==> src/rtl/switch_arb.sv <==
// switch_arb: round-robin arbiter that lets four requesters toggle one shared
// switch, with a fixed hold-off window after every toggle.
module switch_arb #(
  parameter int unsigned HOLD = 4
) (
  input  logic       clk,
  input  logic       i_rst_n,
  input  logic       i_sclr,
  input  logic [3:0] i_req,
  output logic       o_sw,
  output logic       o_en,
  output logic [3:0] o_gnt,
  output logic       o_busy,
  output logic [3:0] o_pend
);

  typedef enum logic {
    S_IDLE = 1'b0,
    S_HOLD = 1'b1
  } state_t;

  state_t     state;
  state_t     state_nx;
  logic [3:0] req_d;
  logic [3:0] rise;
  logic [3:0] pend_nx;
  logic [3:0] clr;
  logic [3:0] gnt_nx;
  logic [3:0] cnt;
  logic [3:0] cnt_nx;
  logic [1:0] ptr;
  logic [1:0] ptr_nx;
  logic [1:0] pick;
  logic [1:0] idx;
  logic       found;
  logic       sw_nx;
  logic       en_nx;

  assign rise   = i_req & ~req_d;
  assign o_busy = (state == S_HOLD);

  // The edge history keeps running through a synchronous clear.
  always_ff @(posedge clk or negedge i_rst_n) begin
    if (!i_rst_n) begin
      req_d <= 4'b0000;
    end else begin
      req_d <= i_req;
    end
  end

  // Search starts just after the last winner; offset 4 wraps back to ptr itself.
  always_comb begin
    found = 1'b0;
    pick  = ptr;
    idx   = ptr;
    for (int i = 1; i <= 4; i++) begin
      idx = ptr + 2'(i);
      if (!found && o_pend[idx]) begin
        found = 1'b1;
        pick  = idx;
      end
    end
  end

  always_comb begin
    state_nx = state;
    cnt_nx   = cnt;
    ptr_nx   = ptr;
    sw_nx    = o_sw;
    en_nx    = 1'b0;
    gnt_nx   = 4'b0000;
    clr      = 4'b0000;
    case (state)
      S_IDLE: begin
        if (found) begin
          state_nx = S_HOLD;
          cnt_nx   = 4'(HOLD);
          ptr_nx   = pick;
          sw_nx    = ~o_sw;
          en_nx    = 1'b1;
          gnt_nx   = 4'(1) << pick;
          clr      = 4'(1) << pick;
        end
      end
      S_HOLD: begin
        cnt_nx = cnt - 4'd1;
        if (cnt == 4'd1) begin
          state_nx = S_IDLE;
        end
      end
      default: begin
        state_nx = S_IDLE;
      end
    endcase
    // A new rising edge beats the clear of the bit just granted.
    pend_nx = (o_pend & ~clr) | rise;
  end

  always_ff @(posedge clk or negedge i_rst_n) begin
    if (!i_rst_n) begin
      state  <= S_IDLE;
      cnt    <= 4'd0;
      ptr    <= 2'd3;
      o_sw   <= 1'b0;
      o_en   <= 1'b0;
      o_gnt  <= 4'b0000;
      o_pend <= 4'b0000;
    end else if (i_sclr) begin
      state  <= S_IDLE;
      cnt    <= 4'd0;
      ptr    <= 2'd3;
      o_sw   <= 1'b0;
      o_en   <= 1'b0;
      o_gnt  <= 4'b0000;
      o_pend <= 4'b0000;
    end else begin
      state  <= state_nx;
      cnt    <= cnt_nx;
      ptr    <= ptr_nx;
      o_sw   <= sw_nx;
      o_en   <= en_nx;
      o_gnt  <= gnt_nx;
      o_pend <= pend_nx;
    end
  end

endmodule
==> config.mk <==
export PLATFORM = sky130hd
export DESIGN_NAME = switch_arb
export DESIGN_NICKNAME = d
export VERILOG_FILES = /design/src/rtl/switch_arb.sv
export SDC_FILE = /design/constraint.sdc
export NUM_CORES = 1
export LEC_CHECK = 0
export ABC_AREA = 1
export BUFFER_PORTS_ARGS = -buffer_cell sky130_fd_sc_hd__buf_2
export CAP_MARGIN = 20
export CORE_UTILIZATION = 50
export DETAILED_ROUTE_END_ITERATION = 16
export GPL_ROUTABILITY_DRIVEN = 0
export PLACE_DENSITY_LB_ADDON = 0.3
export SETUP_SLACK_MARGIN = 0.4
export SLEW_MARGIN = 0
export SYNTH_ARGS = -nofsm -noshare
export SYNTH_HDL_FRONTEND = slang
export SYNTH_SLANG_ARGS = --single-unit
==> constraint.sdc <==
create_clock -name clk -period 2.15 [get_ports clk]
set_clock_uncertainty 0.1 [all_clocks]
set_input_delay 0.215 -clock clk [delete_from_list [all_inputs] [get_ports clk]]
set_output_delay 0.215 -clock clk [all_outputs]
set_load 0.005 [all_outputs]
Word-level counts from Yosys, hierarchy flattened
Cells that the tools add are included.
Storage, ports and cells
  flip-flop bits (word level): 21
  word-level logic and storage cells: 70
Cells by class
  add/subtract/negate cells: 4
  $lt $le $gt $ge: 4
  equal/unequal tests: 3
  shift-type cells: 1
  multiplexer cells: 35
  bitwise logic cells: 7
  reduce and logical (&&, ||, !) cells: 8
Operators with widths (number)
  2-to-1 mux 4 bit: 6
  2-to-1 mux 1 bit: 16
  2-to-1 mux 2 bit: 7
  < comparator 2 x 3 -> 1 bit (second input constant): 4
  AND 4 bit: 2
  binary-select mux 1 bit (select 2 bit): 4
  inverter 4 bit: 2
  one-hot mux 4 bit (2 select lines): 1
  adder 2 bit (second input constant): 2
  equality test 4 x 1 -> 1 bit (second input constant): 1
  bitwise OR 4 bit: 1
  left shift 1 x 2 -> 4 bit (first input constant): 1
  subtractor 4 x 1 -> 4 bit (second input constant): 1
  logical AND 1 bit: 3
  zero test 1 bit: 3
  != test 3 bit (second input constant): 1
  adder 2 x 1 -> 2 bit (second input constant): 1
  != test 2 bit (second input constant): 1
  inverter 1 bit: 2
  one-hot mux 1 bit (2 select lines): 1
  AND reduction 2 bit: 1
  nonzero test 2 bit: 1

Longest topological paths before layout
  depth after elaboration: 20
  gate-level depth with buffers: 13
  gate-level depth less buffers: 13

Least setup slack after synthesis
No wires, ideal clock.
  path type: register to register
  start: reg ptr[0]
  end: reg o_pend[0]
  data arrival time: 1.470 ns
  data required time: 1.925 ns
  setup slack: 0.455 ns
  cell stages (with the launch flop): 13
  cell sequence: dfstp_2 > buf_6 > nand2_1 > nand2_1 > nand2_1 > nand2_2 > inv_2 > nand3_4 > nand2_4 > nor2_2 > nand2_1 > nand2_1 > a21oi_2
Between the ends
  cells in the longest elaborated chain, start to end: 20
  elaborated cells on any way between the ends: 32
  classes of those cells: add/sub: 3; shift: 1; mux: 19; bitwise: 3; reduce/logical: 6
Ends and longest elaborated chain
  start: declaration: RTL line 31  | logic [1:0] ptr;
  start signal: assignment: RTL line 119  | ptr <= ptr_nx;
  adder 2 x 1 -> 2 bit: RTL line 57  | idx = ptr + 2'(i);
  binary-select mux 1 bit (select 2 bit): RTL line 58  | if (!found && o_pend[idx]) begin
  2-to-1 mux 1 bit (implied by the code): RTL line 58
  2-to-1 mux 1 bit: RTL line 58
  zero test 1 bit: RTL line 58
  logical AND 1 bit: RTL line 58
  2-to-1 mux 1 bit: RTL line 58
  zero test 1 bit: RTL line 58
  [4 not listed]
  2-to-1 mux 2 bit: RTL line 58
  left shift 1 x 2 -> 4 bit: RTL line 82  | clr = 4'(1) << pick;
  2-to-1 mux 4 bit *: RTL line 75  | if (found) begin
  2-to-1 mux 4 bit *: RTL line 73  | case (state)
  inverter 4 bit *: RTL line 96  | pend_nx = (o_pend & ~clr) | rise;
  AND 4 bit *: RTL line 96
  bitwise OR 4 bit *: RTL line 96
  2-to-1 mux 4 bit *: RTL line 108  | end else if (i_sclr) begin
  end signal: assignment: RTL line 123  | o_pend <= pend_nx;
  end: declaration: RTL line 14  | output logic [3:0] o_pend
Every way passes the cells marked *; elsewhere a longest branch is shown, timed or not. The select of a mux whose other input is x is not followed.
A chain may end at the register's enable or synchronous reset.

Final worst setup path
  start: reg ptr[0]
  end: reg o_pend[3]
Same word-level chain as after synthesis.

==> metrics.cfg <==
[run_status]
run_status = complete, no violations

[floorplanning]
start_util_pct = 53.7
total_core_area_um2 = 2250
die-height_um = 51.2
design.die.area_um2 = 2620
number_of_placement_rows = 17
die_x_um = 51.2
pin_count = 18

[timing]
max_slew.worst_pin.slew_ps = 463
endpoints_failing_hold = 0
period_share_pct = 88.5
fmax_mhz = 526
slew_headroom_pct = 69.1
rsz0062_at_grt = true
final-max-slew-violation-count = 0
setup_violations = 0
setup_tns_ps = 0
clock_period_minus_worst_slack_ps = 1900

[routing]
finalWirelength_um = 2550
dr.first_iter.drc_count = 30
dr_wl_met3_um = 93
ant_nets = 0
first_pass_iters = 4
route.detailed.vias_per_inst = 5.08
dr_total_vias = 1041
post_drt_wl_per_cell_um = 12.4
detail_route.drc_violations = 0
routed_wire_length_on_met2_um = 1310
top_signal_layer_used = met4
m1WireLength_um = 1110

[setup_path]
crit_family = simple AND/OR/NAND/NOR gates
critical-path-max-stage-delay_ps = 630
startpoint_type = flip-flop
worst_r2r_end = o_pend[3]$_DFF_PN0_
worst_r2r_path_depth = 13
most_used_cell_along_the_critical_path = sky130_fd_sc_hd__nand2_1
cp_slowest_cell = sky130_fd_sc_hd__dfstp_2
worstPathArrival_ps = 1980
required_arrival_time_at_the_worst_endpoint_ps = 2230
worstPathMaxFanout = 9
timing.rr.start = ptr[0]$_DFFE_PN1P_
crit_buf_inv = 2
critical_path.cell_chain = inv_4 -> nand2_1 -> nand2_4 -> nand2_4 -> nand2_8 -> inv_4 -> nand3_4 -> nand2_1 -> nand2_1 -> nor2_2 -> nand2_1 -> nand2_1 -> a21oi_2
slack_of_the_worst_reg_to_reg_path_ps = 250
timing_worst_setup_path_type = flip-flop to flip-flop
critical_path.endpoint_type = flip-flop

[cells_and_area]
antenna-diode-count = 0
footprint_of_the_multi_input_gates_um2 = 636
non_filler_cells_in_the_finished_layout = 205
finish.net_count = 187
area.sequential_um2 = 528
final_layout_size_suffix_gt1_share_pct = 37.3
nFillCells = 199
areaGrowthSynthToFinish_pct = 23.3

[global_route]
grt_usage_pct = 23.1
global_route_wire_length_before_repair_um = 4400
global_route.overflow_total = 0
grt_pass1_vias = 1056
grt_start_max_net_pins = 22
antenna_violations_before_repair = 0

[pwr]
power.density_cell_area_nw_per_um2 = 1410
peakVddDrop_v = 0.000843
power_leakage_uw = 0.000792
design_power_total_uw = 2110

[synthesis]
synth.yosys.seq_area_share_pct = 43.6
yosysMostFrequentCell = sky130_fd_sc_hd__nand2_1
synth_enable_flop_cells = 0
synth.area.top_cells = sky130_fd_sc_hd__dfrtp_1 (39%), sky130_fd_sc_hd__nand2_1 (15%), sky130_fd_sc_hd__nand3_1 (5.0%)
synth.top_cell.area_share_pct = 39.3
syn_area_um2 = 1210
syn_nets = 156
postSynthAreaPerCell_um2 = 8.23
ys_top_cells_by_count = sky130_fd_sc_hd__nand2_1 (49), sky130_fd_sc_hd__dfrtp_1 (19), sky130_fd_sc_hd__nand3_1 (12)
synth.distinct_cells = 23
syn_inst = 147
top_flip_flop_cell_by_instance_count_after_synthesis = sky130_fd_sc_hd__dfrtp_1
async_flop_share_pct = 100
synth.yosys.warnings = 0
postSynthRegisterBits = 21
netlist.top_cell.by_area = sky130_fd_sc_hd__dfrtp_1

[clock_network]
clkLatencyLatePin_ps = 300
cts-buffers-inserted = 3
clock_sink_count = 21
worst_case_clock_buffer_depth = 2
htree_levels = 1
cts_tree = built
cts.reportedPaths.clkPinSlew_ps = 120
clockRootBuffer = sky130_fd_sc_hd__clkbuf_4

[min_path]
worst_hold_path.endpoint = o_pend[1]$_DFF_PN0_
hold_path_startpoint = i_sclr
hold-path-cell-count = 2
min_path_type = input port to flip-flop

[place]
post-dp-hpwl_um = 1800
placed_cells_incl_taps = 190
io_buffer_count = 17

[job]
max_cap_viol = 0

## logic make-up (layout without fill, tap and decap cells)
group / Yosys count / in the layout / share of synthesized area (%)
buffers and inverters: 20 / 50 / 6.93
adders and majority gates: 2 / 2 / 2.07
AOI/OAI and AO/OA: 17 / 17 / 8.58
and+or+nand+nor: 86 / 86 / 38.1
xor gates and xnor gates: 1 / 1 / 0.724
DFF: 21 / 21 / 43.6
## registers in the layout, summed over array words and instances, names as in the netlist
name / count
cnt: 4
o_gnt: 4
o_pend: 4
req_d: 4
ptr: 2
o_busy: 1
o_en: 1
o_sw: 1
## metal layers
layer | up-vias | global-route usage, %
met5 | - | 0
met3 | 4 | 3.27
li1 | 523 | -
met4 | 0 | 12.5
met1 | 486 | 30.2
met2 | 28 | 36.6
## per-stage QoR
stage / instance area, um2 / utilization [%] / setup slack (ps) / hold slack (ps)
floorplan: 1210 / - / 455 / -181
global placement: 1310 / 58.3 / 223 / 81.0
detailed placement: 1310 / 58.3 / 181 / 92.4
CTS: 1480 / 65.5 / 297 / 151
global route: 1490 / 66.1 / 117 / 157
finish: 1490 / 66.1 / 248 / 161
## cells in the final DEF, fill, tap and decap left out
cell type                       netlist  layout
sky130_fd_sc_hd__dfrtp_1             19      19
sky130_fd_sc_hd__nand2_4              5       8
sky130_fd_sc_hd__o21ai_2              0       2
sky130_fd_sc_hd__buf_2                1      17
sky130_fd_sc_hd__o21ai_1              5       3
sky130_fd_sc_hd__a21oi_2              4       4
sky130_fd_sc_hd__inv_1               11      11
sky130_fd_sc_hd__o22ai_1              1       1
sky130_fd_sc_hd__ha_1                 2       2
sky130_fd_sc_hd__a21oi_1              2       2
sky130_fd_sc_hd__clkbuf_4             0       3
sky130_fd_sc_hd__xor2_1               1       1
sky130_fd_sc_hd__dlygate4sd3_1        0       5
sky130_fd_sc_hd__buf_4                0       3
sky130_fd_sc_hd__nand2_1             49      44
sky130_fd_sc_hd__nor2_2               3       4
sky130_fd_sc_hd__nand2_8              1       1
sky130_fd_sc_hd__dfstp_2              2       2
sky130_fd_sc_hd__inv_4                0       3
sky130_fd_sc_hd__buf_6                1       3
sky130_fd_sc_hd__inv_2                7       4
sky130_fd_sc_hd__nand3_1             12      12
sky130_fd_sc_hd__a22oi_1              1       1
sky130_fd_sc_hd__nand2_2              7       9
sky130_fd_sc_hd__clkbuf_1             0       1
sky130_fd_sc_hd__nor2_1               6       5
sky130_fd_sc_hd__o21ai_0              4       4
sky130_fd_sc_hd__nor2_8               1       1
sky130_fd_sc_hd__nand3_4              2       2
## area by class of cell
type,instances,area share (%)
Tap cell,28,2.35
Multi-Input combinational cell,106,42.6
Inverter,18,5.03
Clock buffer,4,1.76
Timing Repair Buffer,28,12.8
Sequential cell,21,35.4
## power by group
group | leakage (uW) | internal [uW] | switching [uW] | total, uW
clock network | 0.0000150 | 72.2 | 111 | 183
registers | 0.000267 | 509 | 82.5 | 592
logic | 0.000510 | 510 | 821 | 1330
total | 0.000792 | 1090 | 1010 | 2110
## worst register-to-register path: cells and delay by family, from the launching register on
family	cells	cell delay (ps)
compound gates	1	50
buf+inv	2	150
flops	1	630
simple gates	10	860
## worst max path at each step
| stage | startpoint | to | cells after the start |
|---|---|---|---|
| floorplan | ptr[0]$_DFFE_PN1P_ | o_pend[0]$_DFF_PN0_ | 12 |
| global placement | ptr[0]$_DFFE_PN1P_ | o_pend[2]$_DFF_PN0_ | 13 |
| detailed placement | ptr[0]$_DFFE_PN1P_ | o_pend[1]$_DFF_PN0_ | 13 |
| CTS | ptr[0]$_DFFE_PN1P_ | o_pend[2]$_DFF_PN0_ | 13 |
| global route | ptr[0]$_DFFE_PN1P_ | o_pend[2]$_DFF_PN0_ | 13 |
| finish | ptr[0]$_DFFE_PN1P_ | o_pend[3]$_DFF_PN0_ | 13 |
## what timing repair did
action,in CTS,in global routing
pin swaps,3,1
buffers inserted,6,0
hold buffers,5,0
endpoints found under the setup margin,17,17
hold endpoints to repair,23,0
resized for setup,13,4
Note: power is estimated with default switching activity, not from simulation.
